File: config.mk
export PLATFORM = sky130hd
export DESIGN_NAME = oven_timer_ctrl_flat
export DESIGN_NICKNAME = d
export VERILOG_FILES = /design/src/rtl/oven_timer_ctrl_if.sv /design/src/rtl/oven_timer_ctrl.sv /design/src/flat_wrapper.sv
export SDC_FILE = /design/constraint.sdc
export NUM_CORES = 1
export LEC_CHECK = 0
export ABC_AREA = 1
export BUFFER_PORTS_ARGS = -buffer_cell sky130_fd_sc_hd__buf_2
export CAP_MARGIN = 20
export CORE_MARGIN = 10
export CORE_UTILIZATION = 37
export CTS_CLUSTER_DIAMETER = 80
export CTS_CLUSTER_SIZE = 24
export DETAILED_ROUTE_END_ITERATION = 10
export HOLD_SLACK_MARGIN = 0.12
export SYNTH_ARGS = -nofsm -noshare
export SYNTH_HDL_FRONTEND = slang
export SYNTH_SLANG_ARGS = --single-unit
File: constraint.sdc
create_clock -name clk -period 5.3 [get_ports clk]
set_input_delay 0.53 -clock clk [delete_from_list [all_inputs] [get_ports clk]]
set_output_delay 0.53 -clock clk [all_outputs]
set_load 0.02 [all_outputs]
File: src/rtl/oven_timer_ctrl_if.sv
// Front-panel bundle between the keypad/door sensors, the cook-timer
// sequencer and the display/heater/buzzer consumers.
interface oven_timer_ctrl_if;
  logic        key_valid;
  logic [3:0]  key_digit;
  logic        start;
  logic        stop;
  logic        door_open;
  logic [12:0] current_time;
  logic        display_blank;
  logic        heater_on;
  logic        done_beep;
  logic [2:0]  state_o;

  // Panel side: drives keys/buttons/door and observes the timer outputs.
  modport master (
    output key_valid, key_digit, start, stop, door_open,
    input  current_time, display_blank, heater_on, done_beep, state_o
  );

  // Timer side: consumes panel inputs and owns every output.
  modport slave (
    input  key_valid, key_digit, start, stop, door_open,
    output current_time, display_blank, heater_on, done_beep, state_o
  );
endinterface

File: src/rtl/oven_timer_ctrl.sv
// Cook-timer sequencer: keypad time entry, 1 Hz countdown with pause/resume,
// heater enable and end-of-cook beep. All outputs come straight from flops.
module oven_timer_ctrl #(
  parameter int TICK_DIV    = 50_000_000,
  parameter int MAX_SECONDS = 3599,
  parameter int BEEP_TICKS  = 3
) (
  input  logic             clk,
  input  logic             reset_n,
  oven_timer_ctrl_if.slave bus
);

  localparam int PW = $clog2(TICK_DIV);
  localparam int BW = (BEEP_TICKS > 1) ? $clog2(BEEP_TICKS) : 1;

  typedef enum logic [2:0] {
    S_IDLE  = 3'd0,
    S_ENTRY = 3'd1,
    S_RUN   = 3'd2,
    S_PAUSE = 3'd3,
    S_DONE  = 3'd4
  } state_t;

  state_t          state_q;
  // Only the three newest digits are stored: the oldest one is already
  // folded into current_time and drops off on the next key press.
  logic [3:0]      d2_q, d1_q, d0_q;
  logic [PW-1:0]   presc_q;
  logic [BW-1:0]   beep_cnt_q;
  logic [12:0]     time_q;
  logic            blank_q;
  logic            heater_q;
  logic            beep_q;

  logic            digit_ok_d;
  logic            tick_d;
  logic            last_beep_d;
  logic            to_idle_d;
  logic [PW-1:0]   presc_d;
  logic [12:0]     entry_shift_d;

  // MM:SS digits to seconds; the seconds pair may exceed 59 (0:99 = 99 s).
  function automatic logic [12:0] entry_time(input logic [3:0] a3, input logic [3:0] a2,
                                             input logic [3:0] a1, input logic [3:0] a0);
    logic [12:0] mins;
    logic [12:0] secs;
    logic [12:0] tot;
    mins = 13'(a3) * 13'd10 + 13'(a2);
    secs = 13'(a1) * 13'd10 + 13'(a0);
    tot  = mins * 13'd60 + secs;
    return (tot > 13'(MAX_SECONDS)) ? 13'(MAX_SECONDS) : tot;
  endfunction

  assign digit_ok_d    = bus.key_valid && (bus.key_digit <= 4'd9);
  assign tick_d        = (presc_q == PW'(TICK_DIV - 1));
  assign presc_d       = tick_d ? '0 : presc_q + PW'(1);
  assign last_beep_d   = (beep_cnt_q == BW'(BEEP_TICKS - 1));
  assign entry_shift_d = entry_time(d2_q, d1_q, d0_q, bus.key_digit);

  // Every path back to IDLE clears the same state, so decide it in one place.
  always_comb begin
    to_idle_d = 1'b0;
    case (state_q)
      S_IDLE:           to_idle_d = 1'b0;
      S_ENTRY, S_PAUSE: to_idle_d = bus.stop;
      S_RUN:            to_idle_d = 1'b0;
      S_DONE:           to_idle_d = bus.stop || digit_ok_d || (tick_d && last_beep_d);
      default:          to_idle_d = 1'b1;
    endcase
  end

  // Sequencer with registered outputs; reset drops the heater immediately.
  always_ff @(posedge clk or negedge reset_n) begin
    if (!reset_n) begin
      state_q    <= S_IDLE;
      d2_q       <= '0;
      d1_q       <= '0;
      d0_q       <= '0;
      presc_q    <= '0;
      beep_cnt_q <= '0;
      time_q     <= '0;
      blank_q    <= 1'b1;
      heater_q   <= 1'b0;
      beep_q     <= 1'b0;
    end else if (to_idle_d) begin
      state_q    <= S_IDLE;
      d2_q       <= '0;
      d1_q       <= '0;
      d0_q       <= '0;
      presc_q    <= '0;
      beep_cnt_q <= '0;
      time_q     <= '0;
      blank_q    <= 1'b1;
      heater_q   <= 1'b0;
      beep_q     <= 1'b0;
    end else begin
      case (state_q)
        S_IDLE: begin
          if (digit_ok_d) begin
            state_q <= S_ENTRY;
            d2_q    <= '0;
            d1_q    <= '0;
            d0_q    <= bus.key_digit;
            time_q  <= 13'(bus.key_digit);
            blank_q <= 1'b0;
          end
        end
        S_ENTRY: begin
          // A start press shadows a same-cycle key even when it is refused.
          if (bus.start) begin
            if (time_q != 13'd0 && !bus.door_open) begin
              state_q  <= S_RUN;
              heater_q <= 1'b1;
              presc_q  <= '0;
            end
          end else if (digit_ok_d) begin
            d2_q   <= d1_q;
            d1_q   <= d0_q;
            d0_q   <= bus.key_digit;
            time_q <= entry_shift_d;
          end
        end
        S_RUN: begin
          // Pausing freezes the prescaler so resume finishes the partial second.
          if (bus.stop || bus.door_open) begin
            state_q  <= S_PAUSE;
            heater_q <= 1'b0;
          end else begin
            presc_q <= presc_d;
            if (tick_d) begin
              if (time_q <= 13'd1) begin
                state_q    <= S_DONE;
                heater_q   <= 1'b0;
                beep_q     <= 1'b1;
                beep_cnt_q <= '0;
                time_q     <= '0;
              end else begin
                time_q <= time_q - 13'd1;
              end
            end
          end
        end
        S_PAUSE: begin
          if (bus.start && !bus.door_open) begin
            state_q  <= S_RUN;
            heater_q <= 1'b1;
          end
        end
        S_DONE: begin
          presc_q <= presc_d;
          if (tick_d) beep_cnt_q <= beep_cnt_q + BW'(1);
        end
        default: ;
      endcase
    end
  end

  assign bus.current_time  = time_q;
  assign bus.display_blank = blank_q;
  assign bus.heater_on     = heater_q;
  assign bus.done_beep     = beep_q;
  assign bus.state_o       = state_q;

endmodule

File: src/flat_wrapper.sv
// flat-port wrapper written by rule: the top's interface ports become plain ports
module oven_timer_ctrl_flat 
#(
  parameter int TICK_DIV    = 50_000_000,
  parameter int MAX_SECONDS = 3599,
  parameter int BEEP_TICKS  = 3
)
  (clk, reset_n, bus_key_valid, bus_key_digit, bus_start, bus_stop, bus_door_open, bus_current_time, bus_display_blank, bus_heater_on, bus_done_beep, bus_state_o);
  oven_timer_ctrl_if bus_i ();
  input  logic clk;
  input  logic reset_n;
  input wire logic [$bits(bus_i.key_valid)-1:0] bus_key_valid;
  input wire logic [$bits(bus_i.key_digit)-1:0] bus_key_digit;
  input wire logic [$bits(bus_i.start)-1:0] bus_start;
  input wire logic [$bits(bus_i.stop)-1:0] bus_stop;
  input wire logic [$bits(bus_i.door_open)-1:0] bus_door_open;
  output wire logic [$bits(bus_i.current_time)-1:0] bus_current_time;
  output wire logic [$bits(bus_i.display_blank)-1:0] bus_display_blank;
  output wire logic [$bits(bus_i.heater_on)-1:0] bus_heater_on;
  output wire logic [$bits(bus_i.done_beep)-1:0] bus_done_beep;
  output wire logic [$bits(bus_i.state_o)-1:0] bus_state_o;
  assign bus_i.key_valid = bus_key_valid;
  assign bus_i.key_digit = bus_key_digit;
  assign bus_i.start = bus_start;
  assign bus_i.stop = bus_stop;
  assign bus_i.door_open = bus_door_open;
  assign bus_current_time = bus_i.current_time;
  assign bus_display_blank = bus_i.display_blank;
  assign bus_heater_on = bus_i.heater_on;
  assign bus_done_beep = bus_i.done_beep;
  assign bus_state_o = bus_i.state_o;
  oven_timer_ctrl #(.TICK_DIV(TICK_DIV), .MAX_SECONDS(MAX_SECONDS), .BEEP_TICKS(BEEP_TICKS)) u_core (.clk(clk), .reset_n(reset_n), .bus(bus_i));
endmodule
==> reports/metrics.json <==
{
  "run_status": {
    "status": "finished, final reports clean"
  },
  "clock_network": {
    "ctsHoldBuffers": 0,
    "cts_tree": "done",
    "cts.path.max_buffers": 2,
    "clock_sink_count": 59,
    "cts.reportedPaths.clkPinSlew_ns": 0.05,
    "cts.htree.levels": 3,
    "clkLatencyLatePin_ns": 0.33,
    "root_buffer": "clkbuf_16",
    "cts_inserted_buffers": 9
  },
  "timing": {
    "period_minus_slack_ns": 5.00,
    "finalSetupViolations": 0,
    "final_critical_path_share_of_the_clock_period_pct": 94.4,
    "setup-tns-final_ns": 0,
    "achievable-frequency_ghz": 0.200,
    "fin_worst_skew_ns": 0.00877,
    "tightest_slew_ns": 0.801,
    "final-max-slew-violation-count": 0,
    "timing_hold_violations_final": 0,
    "timing.slew.headroom_pct": 46.6
  },
  "route": {
    "drc_errors": 0,
    "detail_route.first_pass.iterations": 5,
    "detailroute.wirelength.met2_mm": 6.03,
    "top_layer": "met4",
    "met1Wirelength_mm": 6.24,
    "routed-via-count": 4868,
    "routedWlPerCell_um": 12.8,
    "drtAntennaViolNets": 0,
    "routed-wl-met3_um": 359,
    "dr.first_iter.drc_count": 216,
    "post_drt_via_cell_ratio": 4.89,
    "total_wirelength_mm": 12.7
  },
  "layout": {
    "post_route_cells_drive_above_1_share_pct": 14.9,
    "postLayoutCellArea_mm2": 0.00629,
    "areaGrowthSynthToFinish_pct": 16.0,
    "insertedDiodeCount": 0,
    "postLayoutCoreUtil_pct": 43.6,
    "finish.cell_count_without_fillers": 996,
    "finish.net_count": 872
  },
  "global_route": {
    "overflow": 0,
    "antenna_found_initial": 0,
    "gr_usage_total_pct": 12.9,
    "grt_pass1_wl_mm": 21.7,
    "grt_start_max_net_pins": 60,
    "grt_pass1_vias": 4607
  },
  "yosys": {
    "yosysUniqueCellTypes": 50,
    "synth_sequential_area_ratio_pct": 27.3,
    "register_bit_count_reported_by_yosys": 59,
    "netlist.top_cell.by_area": "dfrtp_1",
    "post-synth-top-area-fraction_pct": 26.8,
    "synth.net_count": 824,
    "synth_top_cells_by_area": "dfrtp_1 27%, nand2_1 13%, ha_1 9.5%",
    "yosys_warnings": 0,
    "post_synth_instance_area_mm2": 0.00542,
    "avgSynthCellArea_um2": 7.14,
    "synth-edff-count": 0,
    "ys.flop_type": "dfrtp_1",
    "synthArstFlopShare_pct": 100,
    "post_synth_inst_count": 759
  },
  "placement": {
    "io_buffer_count": 28,
    "post_dp_cell_area_mm2": 0.00582,
    "detailed_place_hpwl_mm": 9.74,
    "place.gp.congestion": 0.824,
    "dp_cells": 971
  },
  "floorplan": {
    "die-height_um": 141,
    "std_cell_rows": 44,
    "fp.coreArea_mm2": 0.0144,
    "dieArea_mm2": 0.0199,
    "ioPinCount": 29,
    "die_width_um": 141,
    "initial_utilization_pct": 37.6
  },
  "setup_path": {
    "crit_path_end_kind": "flip-flop",
    "critical_path.reg2reg.endpoint": "u_core.bus.current_time[0]",
    "cp_slowest_stage_delay_ns": 0.51,
    "worst_path_max_delay_cell": "fa_1",
    "timing.critical_path.from": "u_core.d2_q[0]",
    "cp_max_fo": 11,
    "critical_path_arrival_ns": 5.22,
    "worst-r2r-setup-slack_ns": 0.30,
    "cp_common_cell": "nand2_1",
    "worst_ep_required_time_ns": 5.52,
    "worstSetupPathType": "flip-flop to flip-flop",
    "timing.critical_path.from_type": "flip-flop",
    "timing.rr.start": "u_core.d2_q[0]",
    "worstSetupEndpoint": "u_core.bus.current_time[0]",
    "r2r_cells": 26
  },
  "power": {
    "vdd_ir_drop_max_uv": 265,
    "leakage_dissipation_nw": 3.37,
    "power_density_mw_per_mm2": 584
  },
  "run": {
    "maxCapViolations": 0
  },
  "worst_hold_path": {
    "worst_hold_path_type": "input pin to asynchronous set/reset pin"
  }
}
kinds of logic (layout without fill, tap and decap cells):
logic type / count (synthesis) / in the layout / share of synthesized area [%]
XOR/XNOR: 32 / 32 / 5.17
flip-flops: 59 / 59 / 27.3
AND/OR/NAND/NOR: 365 / 365 / 31.2
buffers and inverters: 141 / 194 / 10.2
AO/OA/AOI/OAI: 107 / 107 / 11.5
adder cells (fa/ha/maj): 55 / 55 / 14.6
how the worst min path moves through the flow:
stage,from,endpoint,slack (ns)
detailed placement,u_core.bus.heater_on,u_core.bus.heater_on,0.46
global placement,u_core.bus.heater_on,u_core.bus.heater_on,0.45
global route,reset_n,u_core.d2_q[3],0.45
CTS,reset_n,u_core.presc_q[10],0.41
floorplan,reset_n,u_core.beep_cnt_q[0],0.23
finish,reset_n,u_core.bus.current_time[5],0.36
critical path: cells and delay by family, from the launching register on:
kind	cells	cell delay, ns
flops	1	0.42
buf+inv	4	0.31
xor+xnor	2	0.34
simple gates	10	0.91
fa+ha+maj	6	2.33
compound gates	4	0.58
registers in the layout (all words and copies together) (netlist names):
register                  flops
u_core.bus.done_beep          1
u_core.bus.state_o            3
u_core.bus.display_blank      1
u_core.d1_q                   4
u_core.presc_q               26
u_core.d0_q                   4
u_core.bus.current_time      13
u_core.beep_cnt_q             2
u_core.bus.heater_on          1
u_core.d2_q                   4
routing by layer:
metal	global-route usage, %	up-vias
met3	3.26	11
met2	21.4	58
li1	-	2559
met1	16.7	2240
met4	2.50	0
met5	0	-
cells in the final DEF, fill, tap and decap left out, types with 3 or more instances in the layout:
cell type and n:
ha_1 36, a21oi_2 4, ha_4 3, dfrtp_1 56, xnor2_1 8, xor2_1 22, inv_2 6, nand3_2 3
o31ai_1 8, clkbuf_16 9, or2_2 3, buf_2 28, nor3_1 10, o21ai_2 3, inv_1 124, a21o_1 5
fa_1 13, a211oi_1 3, nand2_2 12, nor2_1 54, nand3_1 52, nand2_1 189, nand4_1 18, o21ai_0 32
nor2_4 4, buf_4 16, nor2_2 3, nor4_1 7, a21oi_1 38
metrics by stage:
stage	power [mW]	hold WS (ns)	setup slack [ns]
after global placement	2.98	0.454	0.0773
after floorplan	2.47	0.234	0.320
after global routing	4.06	0.452	-0.0491
final	3.67	0.365	0.297
after detailed placement	2.97	0.455	0.0800
after CTS	3.63	0.415	0.0402
where the power goes:
group	leakage [nW]	switching (mW)	internal, mW	total, mW
Sequential	0.795	0.125	0.552	0.677
Combinational	2.41	1.50	0.864	2.36
Clock	0.157	0.209	0.424	0.633
Total	3.37	1.83	1.84	3.67
what timing repair did:
| item | in CTS | in global routing |
|---|---|---|
| setup buffers | 0 | 9 |
| endpoints found under the setup margin | 0 | 12 |
| hold endpoints to repair | 0 | 0 |
| gates resized for setup | 0 | 18 |
synth_stat cells, types with 6 or more instances:
library cell and n:
dfrtp_1 58, inv_1 124, nand2_1 189, nor2_1 55
o21ai_0 33, xor2_1 22, nand2_2 12, a21oi_1 41
nor3_1 10, nand4_1 18, ha_1 41, xnor2_1 10
fa_1 14, nor4_1 7, nand3_1 52, o31ai_1 8
inv_2 6
final cells by class:
type | instances | area, um^2
clock inverters | 4 | 73.8
multi-input cells | 559 | 3470
clock buffers | 12 | 246
fillers | 1494 | 8130
flip-flops and latches | 59 | 1480
repair buffers | 46 | 292
inverters | 132 | 499
well taps | 184 | 230
No activity file was read; power rests on OpenSTA's default activity.
